===== src/rtl/uart_tx_ctrl_if.sv =====
// ---------------------------------------------------------------------------
// uart_tx_ctrl_if
// Bundles the byte-source handshake and the mux-facing outputs of the UART
// transmitter control stage.
//
// Handshake: the source presents P_DATA/PAR_EN/PAR_TYP with Data_Valid.
// A byte is accepted on the rising edge where Data_Valid=1 and the controller
// is idle (busy=0). Data_Valid is ignored while busy=1. Frames are always
// separated by at least one idle cycle.
//
// Signals:
//   P_DATA      parallel byte to send (LSB first)
//   Data_Valid  P_DATA valid strobe
//   PAR_EN      1 = append a parity bit
//   PAR_TYP     0 = even parity, 1 = odd parity
//   mux_sel     00 idle/stop, 01 start, 10 data, 11 parity
//   ser_data    current serial data bit
//   parity_data parity bit of the latched byte
//   busy        frame in progress
//
// Modports: master = byte source / bench, slave = uart_tx_ctrl.
// ---------------------------------------------------------------------------
interface uart_tx_ctrl_if #(
    parameter int DATA_WIDTH = 8
);
    logic [DATA_WIDTH-1:0] P_DATA;
    logic                  Data_Valid;
    logic                  PAR_EN;
    logic                  PAR_TYP;
    logic [1:0]            mux_sel;
    logic                  ser_data;
    logic                  parity_data;
    logic                  busy;

    modport master (
        output P_DATA, Data_Valid, PAR_EN, PAR_TYP,
        input  mux_sel, ser_data, parity_data, busy
    );

    modport slave (
        input  P_DATA, Data_Valid, PAR_EN, PAR_TYP,
        output mux_sel, ser_data, parity_data, busy
    );
endinterface


===== src/rtl/uart_tx_ctrl.sv =====
// ---------------------------------------------------------------------------
// uart_tx_ctrl
// Frame state machine and datapath of the UART transmitter. Accepts a byte
// while idle, then walks START -> DATA (DATA_WIDTH cycles) -> PARITY (when
// enabled) -> STOP -> IDLE, one bit per clock. Drives the TX mux select, the
// serial data bit and the parity bit.
//
// Ports:
//   CLK        TX bit clock
//   RST        asynchronous active-low reset
//   bus        uart_tx_ctrl_if.slave (byte handshake + mux-facing outputs)
//   state_dbg  current FSM state encoding (IDLE=0 START=1 DATA=2 PARITY=3
//              STOP=4), for observation only
// ---------------------------------------------------------------------------
module uart_tx_ctrl #(
    parameter int DATA_WIDTH = 8
) (
    input  logic               CLK,
    input  logic               RST,
    uart_tx_ctrl_if.slave      bus,
    output logic [2:0]         state_dbg
);

    localparam int CNT_W = (DATA_WIDTH > 1) ? $clog2(DATA_WIDTH) : 1;
    localparam logic [CNT_W-1:0] CNT_LAST = CNT_W'(DATA_WIDTH - 1);

    typedef enum logic [2:0] {
        S_IDLE   = 3'd0,
        S_START  = 3'd1,
        S_DATA   = 3'd2,
        S_PARITY = 3'd3,
        S_STOP   = 3'd4
    } state_e;

    state_e                state_q, state_d;
    logic [DATA_WIDTH-1:0] shift_q, shift_d;
    logic [CNT_W-1:0]      cnt_q, cnt_d;
    logic                  par_en_q, par_en_d;
    logic                  parity_q, parity_d;

    // Everything is cleared asynchronously so an abort mid-frame drops the
    // line to idle (mux_sel=00) without waiting for a clock edge.
    always_ff @(posedge CLK or negedge RST) begin
        if (!RST) begin
            state_q  <= S_IDLE;
            shift_q  <= '0;
            cnt_q    <= '0;
            par_en_q <= 1'b0;
            parity_q <= 1'b0;
        end else begin
            state_q  <= state_d;
            shift_q  <= shift_d;
            cnt_q    <= cnt_d;
            par_en_q <= par_en_d;
            parity_q <= parity_d;
        end
    end

    always_comb begin
        state_d  = state_q;
        shift_d  = shift_q;
        cnt_d    = cnt_q;
        par_en_d = par_en_q;
        parity_d = parity_q;

        unique case (state_q)
            S_IDLE: begin
                if (bus.Data_Valid) begin
                    shift_d  = bus.P_DATA;
                    par_en_d = bus.PAR_EN;
                    // Parity type only matters at acceptance, so it is folded
                    // straight into the registered parity bit.
                    parity_d = (^bus.P_DATA) ^ bus.PAR_TYP;
                    state_d  = S_START;
                end
            end
            S_START: begin
                state_d = S_DATA;
            end
            S_DATA: begin
                shift_d = shift_q >> 1;
                if (cnt_q == CNT_LAST) begin
                    cnt_d   = '0;
                    state_d = par_en_q ? S_PARITY : S_STOP;
                end else begin
                    cnt_d = cnt_q + CNT_W'(1);
                end
            end
            S_PARITY: begin
                state_d = S_STOP;
            end
            S_STOP: begin
                state_d = S_IDLE;
            end
            default: begin
                state_d = S_IDLE;
            end
        endcase
    end

    // Moore outputs decoded from the state register only.
    always_comb begin
        bus.mux_sel = 2'b00;
        bus.busy    = 1'b1;
        unique case (state_q)
            S_IDLE:   begin bus.mux_sel = 2'b00; bus.busy = 1'b0; end
            S_START:  bus.mux_sel = 2'b01;
            S_DATA:   bus.mux_sel = 2'b10;
            S_PARITY: bus.mux_sel = 2'b11;
            S_STOP:   bus.mux_sel = 2'b00;
            default:  begin bus.mux_sel = 2'b00; bus.busy = 1'b0; end
        endcase
    end

    assign bus.ser_data    = shift_q[0];
    assign bus.parity_data = parity_q;
    assign state_dbg       = state_q;

endmodule


===== src/flat_wrapper.sv =====
// flat-port wrapper written by rule: the top's interface ports become plain ports
module uart_tx_ctrl_flat 
#(
    parameter int DATA_WIDTH = 8
)
  (CLK, RST, state_dbg, bus_P_DATA, bus_Data_Valid, bus_PAR_EN, bus_PAR_TYP, bus_mux_sel, bus_ser_data, bus_parity_data, bus_busy);
  uart_tx_ctrl_if #(.DATA_WIDTH(DATA_WIDTH)) bus_i ();
  input  logic CLK;
  input  logic RST;
  output logic [2:0] state_dbg;
  input wire logic [$bits(bus_i.P_DATA)-1:0] bus_P_DATA;
  input wire logic [$bits(bus_i.Data_Valid)-1:0] bus_Data_Valid;
  input wire logic [$bits(bus_i.PAR_EN)-1:0] bus_PAR_EN;
  input wire logic [$bits(bus_i.PAR_TYP)-1:0] bus_PAR_TYP;
  output wire logic [$bits(bus_i.mux_sel)-1:0] bus_mux_sel;
  output wire logic [$bits(bus_i.ser_data)-1:0] bus_ser_data;
  output wire logic [$bits(bus_i.parity_data)-1:0] bus_parity_data;
  output wire logic [$bits(bus_i.busy)-1:0] bus_busy;
  assign bus_i.P_DATA = bus_P_DATA;
  assign bus_i.Data_Valid = bus_Data_Valid;
  assign bus_i.PAR_EN = bus_PAR_EN;
  assign bus_i.PAR_TYP = bus_PAR_TYP;
  assign bus_mux_sel = bus_i.mux_sel;
  assign bus_ser_data = bus_i.ser_data;
  assign bus_parity_data = bus_i.parity_data;
  assign bus_busy = bus_i.busy;
  uart_tx_ctrl #(.DATA_WIDTH(DATA_WIDTH)) u_core (.CLK(CLK), .RST(RST), .bus(bus_i), .state_dbg(state_dbg));
endmodule

===== config.mk =====
export PLATFORM = sky130hd
export DESIGN_NAME = uart_tx_ctrl_flat
export DESIGN_NICKNAME = d
export VERILOG_FILES = /design/src/rtl/uart_tx_ctrl_if.sv /design/src/rtl/uart_tx_ctrl.sv /design/src/flat_wrapper.sv
export SDC_FILE = /design/constraint.sdc
export NUM_CORES = 1
export LEC_CHECK = 0
export CORE_MARGIN = 2
export CORE_UTILIZATION = 35
export DETAILED_ROUTE_END_ITERATION = 10
export GPL_TIMING_DRIVEN = 0
export PLACE_DENSITY = 0.71
export SLEW_MARGIN = 20
export SYNTH_ARGS = -nofsm -noshare
export SYNTH_HDL_FRONTEND = slang
export SYNTH_SLANG_ARGS = --single-unit
export TNS_END_PERCENT = 100

===== constraint.sdc =====
create_clock -name CLK -period 4.6 [get_ports CLK]
set_clock_uncertainty 0.15 [all_clocks]
set_input_delay 0.69 -clock CLK [delete_from_list [all_inputs] [get_ports CLK]]
set_output_delay 0.69 -clock CLK [all_outputs]
set_load 0.1 [all_outputs]

==> results.yml, run 1 <==
cts:
  cts_tree: "done"
  cts_made_buffers: 3
  post_cts_buffers: 0
  cts_hold_buf: 0
  cts_resized: 0
  cts_sinks: 16
  cts.clk_slew.worst_paths_ps: 90
  clock_latency_ps: 290
  htreeDepth: 1
  cts-root-buf: "clkbuf_4"
  clockBufferDepth: 2
logic_synthesis:
  netlist_area_um2: 810
  ys_seq_area_share_pct: 49.5
  ys_types: 20
  syn_inst: 74
  synth_top_area_cell: "dfrtp_1"
  syn-mean-instance-area_um2: 10.9
  synth.top_cell.area_share_pct: 49.5
  synthTopCellsByArea: "dfrtp_1 (49%), mux2i_1 (11%), xnor2_1 (6.5%)"
  synth_seq_cells: 16
  syn_nets: 89
  synth_warnings: 0
layout:
  finish.net_count: 114
  antenna_cells: 0
  area_growth_pct: 31.8
  layout-drive-gt1-share_pct: 8.25
  fin_area_mm2: 0.00107
run_status:
  status: "completed"
setup_path:
  timing.critical_path.to_type: "primary output"
  critPathLaunchType: "register"
  crit_type: "register to primary output"
  cp.required_ps: 3760
  arrival_ps: 2180
  worstPathMaxFanout: 7
  worstSetupStartpoint: "u_core.state_dbg[1]"
  timing.rr.start: "u_core.state_dbg[1]"
global_route:
  grt_usage_pct: 12.5
  grt_first_pass_wirelength_mm: 2.42
  antenna_found_initial: 0
  grt-ovfl-total: 0
  grt_pass1_vias: 567
  grt_max_degree: 17
sta:
  relSlewSlack_pct: 35.1
  final-max-slew-violation-count: 0
  finalCritPeriodShare_pct: 65.6
  hold_viol_final: 0
  tightest_slew_ps: 970
  fmax_ghz: 0.331
  period_minus_slack_ps: 3020
  grt_setup_unrepaired: "no"
  fin_setup_tns_ps: 0
  setup_viol: 0
worst_hold_path:
  min_from: "u_core.shift_q[3]"
  hold_class: "register to register"
routing:
  vias: 590
  wl_per_cell_um: 12.1
  vias_per_cell: 4.72
  dr.pass1.iters: 4
  wl_met2_um: 657
  wl_mm: 1.51
  drt.antenna.violating_nets: 0
  wl_met3_um: 120
  drc: 0
  wl_met1_um: 733
  drt-initial-drc-count: 6
  routed.top_layer: "met3"
floorplanning:
  boundaryPins: 21
  die_w_um: 52.1
  dieArea_mm2: 0.00271
  initial_utilization_pct: 37.0
  fp-row-count: 17
  fp.dieH_um: 52.1
  coreArea_mm2: 0.00219
run:
  drv_cap: 0
placed_design:
  dpl.hpwl_mm: 1.18
  placedInstanceArea_mm2: 0.00104
  gp_congestion: 0.660
  io_buffers: 20
through the flow:
stage	cells	util, %	setup WS [ps]	hold WS, ps
6_report	125	48.7	1580	342
4_1_cts	125	48.7	1570	342
5_1_grt	125	48.7	1450	367
2_1_floorplan	74	-	1030	244
3_3_place_gp	122	47.7	1920	313
3_5_place_dp	122	47.7	1900	322
sequential cells by signal, indices dropped and copies added, names as in the netlist:
name / cells
u_core.par_en_q: 1
u_core.bus.parity_data: 1
u_core.shift_q: 8
u_core.state_dbg: 3
u_core.cnt_q: 3
metal layers:
layer / track usage, % / vias to the layer above
met5: 0 / -
met4: 2.63 / 0
met3: 6.32 / 0
met2: 18.4 / 20
met1: 16.3 / 271
li1: - / 299
area by class of cell:
| cell class | count | area (um2) |
|---|---|---|
| multi-input cells | 54 | 390 |
| repair buffers | 20 | 200 |
| plain buffers | 2 | 11.3 |
| fillers | 203 | 1120 |
| flip-flops and latches | 16 | 400 |
| clock buffers | 3 | 22.5 |
| well taps | 28 | 35.0 |
| inverters | 2 | 7.51 |
synthesized netlist by cell type:
cell type and n:
nand2_1 8, o21ai_0 9, xnor3_1 1, and2_1 1, nand2b_1 1, a21oi_1 1
xnor2_1 6, mux2_2 3, mux2_4 1, nor3_1 1, xor2_1 1, nor2_1 7
clkbuf_1 1, mux2i_1 9, nor2b_1 2, dfrtp_1 16, inv_1 2, buf_4 1
ha_1 2, a31oi_1 1
placed cells by master, fill, tap and decap left out, drive strengths merged:
cell type,Yosys,final
a21oi,1,1
a31oi,1,1
and2,1,1
buf,1,1
clkbuf,1,4
clkdlybuf4s50,0,20
dfrtp,16,16
ha,2,2
inv,2,2
mux2,4,4
mux2i,9,9
nand2,8,8
nand2b,1,1
nor2,7,7
nor2b,2,2
nor3,1,1
o21ai,9,9
xnor2,6,6
xnor3,1,1
xor2,1,1
cells by family (layout without fill, tap and decap cells):
| logic type | after synthesis | after routing | synth area share [%] |
|---|---|---|---|
| xor gates and xnor gates | 8 | 8 | 10.4 |
| and+or+nand+nor | 20 | 20 | 10.7 |
| AOI/OAI and AO/OA | 11 | 11 | 6.95 |
| adders and majority gates | 2 | 2 | 3.09 |
| buffers and inverters | 4 | 27 | 2.32 |
| muxes | 13 | 13 | 17.2 |
| DFF | 16 | 16 | 49.5 |
critical path: stages (launching register included):
cell	delay [ps]
dfrtp_1	460
nor2_1	150
xnor2_1	130
clkdlybuf4s50_1	1150
final timing paths:
check	end	slack [ps]	cells after the start
setup / recovery	bus_busy	1580	3
hold / removal	u_core.shift_q[3]	340	2
setup reg to reg	u_core.shift_q[6]	2890	3
hold reg to reg	u_core.shift_q[3]	340	2
max in group asynchronous	u_core.shift_q[1]	3160	1
min in group asynchronous	u_core.state_dbg[1]	680	1
Power of run 1 is not shown: default switching activity piles up to over one toggle a cycle in this logic, so the estimate is an artifact.
==> run 2: changes to the inputs <==
clock period = 3 ns   (was 4.6 ns; I/O delays follow)
==> results.yml, run 2 (same netlist as run 1, synthesis figures left out) <==
run_status:
  status: "completed"
floorplanning:
  fp-row-count: 17
  die_w_um: 52.1
  coreArea_mm2: 0.00219
  dieArea_mm2: 0.00271
  fp.dieH_um: 52.1
  boundaryPins: 21
  initial_utilization_pct: 37.0
sta:
  fmax_ghz: 0.352
  period_minus_slack_ps: 2840
  final-max-slew-violation-count: 0
  grt_setup_unrepaired: "no"
  setup_viol: 0
  fin_setup_tns_ps: 0
  tightest_slew_ps: 967
  finalCritPeriodShare_pct: 94.7
  relSlewSlack_pct: 35.3
  hold_viol_final: 0
cts:
  cts_resized: 0
  cts_hold_buf: 0
  post_cts_buffers: 0
  clock_latency_ps: 290
  cts_sinks: 16
  htreeDepth: 1
  cts-root-buf: "clkbuf_4"
  clockBufferDepth: 2
  cts_made_buffers: 3
  cts_tree: "done"
  cts.clk_slew.worst_paths_ps: 90
layout:
  layout_commonest_cell: "clkdlybuf4s50_1"
  largest_reg_flops: 8
  antenna_cells: 0
  multi_input_area_um2: 400
  ff_latch_area_um2: 400
  num-fill-cells: 207
  layout_common_cells: "clkdlybuf4s50_1 (20), dfrtp_1 (16), o21ai_0 (9), mux2i_1 (9), nand2_1 (8)"
  top_register: "u_core.shift_q"
  layout-drive-gt1-share_pct: 10.3
  finish.net_count: 114
  area_growth_pct: 33.1
setup_path:
  worstRegToRegCells: 5
  crit_type: "register to primary output"
  worstPathMaxFanout: 7
  critPathLaunchType: "register"
  cp.required_ps: 2400
  timing.critical_path.to_type: "primary output"
  arrival_ps: 2240
global_route:
  grt_first_pass_wirelength_mm: 2.42
  antenna_found_initial: 0
  grt-ovfl-total: 0
  grt_usage_pct: 12.4
  grt_pass1_vias: 545
  grt_max_degree: 17
routing:
  drc: 0
  vias_per_cell: 4.70
  wl_per_cell_um: 11.5
  drt-initial-drc-count: 12
  vias: 587
  dr.pass1.iters: 4
  wl_mm: 1.44
  drt.antenna.violating_nets: 0
worst_hold_path:
  hold_class: "register to register"
  worstHoldPathCells: 2
run:
  drv_cap: 0
placed_design:
  gp_congestion: 0.709
  io_buffers: 20
  dpl.hpwl_mm: 1.11
[run 2: worst max-delay path, cell delays in order, from the launching register on]
cell	delay, ps
dfrtp_1	460
nor2_1	220
xnor2_2	130
clkdlybuf4s50_1	1140
[run 2: layer usage]
metal | wire length [um] | GRT usage (%) | up-vias
li1 | - | - | 300
met1 | 669 | 17.0 | 266
met2 | 656 | 17.7 | 17
met3 | 86 | 5.17 | 4
met4 | 26 | 3.95 | 0
met5 | 0 | 0 | -
[run 2: metrics by stage]
step	utilization, %	hold WS (ps)	cell area, um2	worst slack (ps)	instances
finish	49.2	336	1080	159	125
global route	49.2	375	1080	55.8	125
CTS	49.2	344	1080	134	125
detailed placement	48.1	322	1050	467	122
global placement	48.1	312	1050	515	122
floorplan	-	4.41	820	266	74
[run 2: area by class of cell]
type                            count  area share [%]
Buffer                              2            1.05
Clock buffer                        3            2.09
Inverter                            2           0.697
Multi-Input combinational cell     54            37.2
Sequential cell                    16            37.2
Tap cell                           28            3.25
Timing Repair Buffer               20            18.6
[run 2: worst paths after layout]
| kind | from | to | slack [ps] |
|---|---|---|---|
| min in group asynchronous | RST | u_core.state_dbg[1] | 430 |
| max | u_core.state_dbg[1] | bus_busy | 160 |
| min reg2reg | u_core.shift_q[4] | u_core.shift_q[4] | 340 |
| min | u_core.shift_q[4] | u_core.shift_q[4] | 340 |
| max reg2reg | u_core.state_dbg[2] | u_core.shift_q[6] | 1280 |
| max in group asynchronous | RST | u_core.shift_q[5] | 1820 |
Power of run 2 is left out for the same reason.
==> run 3: changes to the inputs <==
GPL_ROUTABILITY_DRIVEN = 1   (was default)
GPL_TIMING_DRIVEN = default   (was 0)
==> results.yml, run 3 (same netlist as run 1, synthesis figures left out) <==
run_status:
  status: "completed"
global_route:
  grt_pass1_vias: 575
  grt_usage_pct: 13.9
  antenna_found_initial: 0
  grt-ovfl-total: 0
  grt_first_pass_wirelength_mm: 2.66
  grt_max_degree: 17
layout:
  layout-drive-gt1-share_pct: 19.6
  area_growth_pct: 31.1
  finish.net_count: 114
  largest_reg_flops: 8
  layout_commonest_cell: "dfrtp_1"
  layout_common_cells: "dfrtp_1 (16), clkdlybuf4s50_1 (12), buf_4 (10)"
  fin_cells: 125
  antenna_cells: 0
  top_register: "u_core.shift_q"
sta:
  fmax_ghz: 0.505
  tightest_slew_ps: 718
  hold_viol_final: 0
  setup_viol: 0
  relSlewSlack_pct: 52.0
  finalCritPeriodShare_pct: 66.1
  fin_setup_tns_ps: 0
  grt_setup_unrepaired: "no"
  period_minus_slack_ps: 1980
  final-max-slew-violation-count: 0
placed_design:
  io_buffers: 20
  post-place-cells: 122
  dpl.hpwl_mm: 1.21
  gp_congestion: 0.753
routing:
  drt-initial-drc-count: 6
  wl_per_cell_um: 12.4
  drc: 0
  wl_mm: 1.55
  vias_per_cell: 4.83
  drt.antenna.violating_nets: 0
  dr.pass1.iters: 4
  vias: 604
cts:
  cts_tree: "done"
  cts.clk_slew.worst_paths_ps: 90
  htreeDepth: 1
  cts_resized: 0
  cts_sinks: 16
  cts_made_buffers: 3
  clockBufferDepth: 2
  post_cts_buffers: 0
  cts_hold_buf: 0
  clock_latency_ps: 280
  cts-root-buf: "clkbuf_4"
floorplanning:
  coreArea_mm2: 0.00219
  boundaryPins: 21
  initial_utilization_pct: 37.0
  die_w_um: 52.1
  dieArea_mm2: 0.00271
  fp.dieH_um: 52.1
  fp-row-count: 17
setup_path:
  crit_type: "register to primary output"
  timing.critical_path.to_type: "primary output"
  cp.required_ps: 2400
  arrival_ps: 1380
  critPathLaunchType: "register"
  worstPathMaxFanout: 7
run:
  drv_cap: 0
worst_hold_path:
  hold_class: "register to register"
-- run 3: cell count changes in the layout (fill, tap and decap cells not counted), sizes merged --
cell           delta
clkbuf            -1
buf               +9
clkdlybuf4s50     -8
-- run 3: path summary, 6_finish.rpt --
kind | to | startpoint | depth (start not counted) | slack (ps)
max in group asynchronous | u_core.cnt_q[2] | RST | 1 | 1810
worst min register to register | u_core.shift_q[5] | u_core.shift_q[5] | 2 | 340
worst min-delay path | u_core.shift_q[5] | u_core.shift_q[5] | 2 | 340
worst max-delay path | bus_busy | u_core.state_dbg[1] | 3 | 1020
min in group asynchronous | u_core.state_dbg[2] | RST | 1 | 440
worst max register to register | u_core.cnt_q[0] | u_core.state_dbg[2] | 4 | 1350
-- run 3: through the flow --
step	hold slack [ps]	setup WS (ps)	utilization (%)	area, um2
finish	342	1020	48.4	1060
global route	384	933	48.4	1060
CTS	347	988	48.4	1060
detailed placement	326	825	47.4	1040
global placement	317	868	47.4	1040
floorplan	4.41	266	-	820
-- run 3: cell type report --
class                   instances  area [um2]
flip-flops and latches         16         400
well taps                      28        35.0
clock buffers                   3        22.5
inverters                       2        7.51
multi-input cells              54         400
fillers                       219        1130
repair buffers                 22         195
-- run 3: worst max-delay path, stage by stage, from the launching register on --
cell	delay [ps]
dfrtp_1	460
nor2_1	200
xnor2_2	130
buf_4	310
-- run 3: routing by layer --
metal / vias to the layer above / track usage [%] / routed length [um]
met5: - / 0 / 0
met4: 0 / 6.58 / 20
met3: 2 / 4.31 / 72
met2: 18 / 21.7 / 736
met1: 286 / 17.4 / 723
li1: 298 / - / -
Power of run 3 is left out for the same reason.
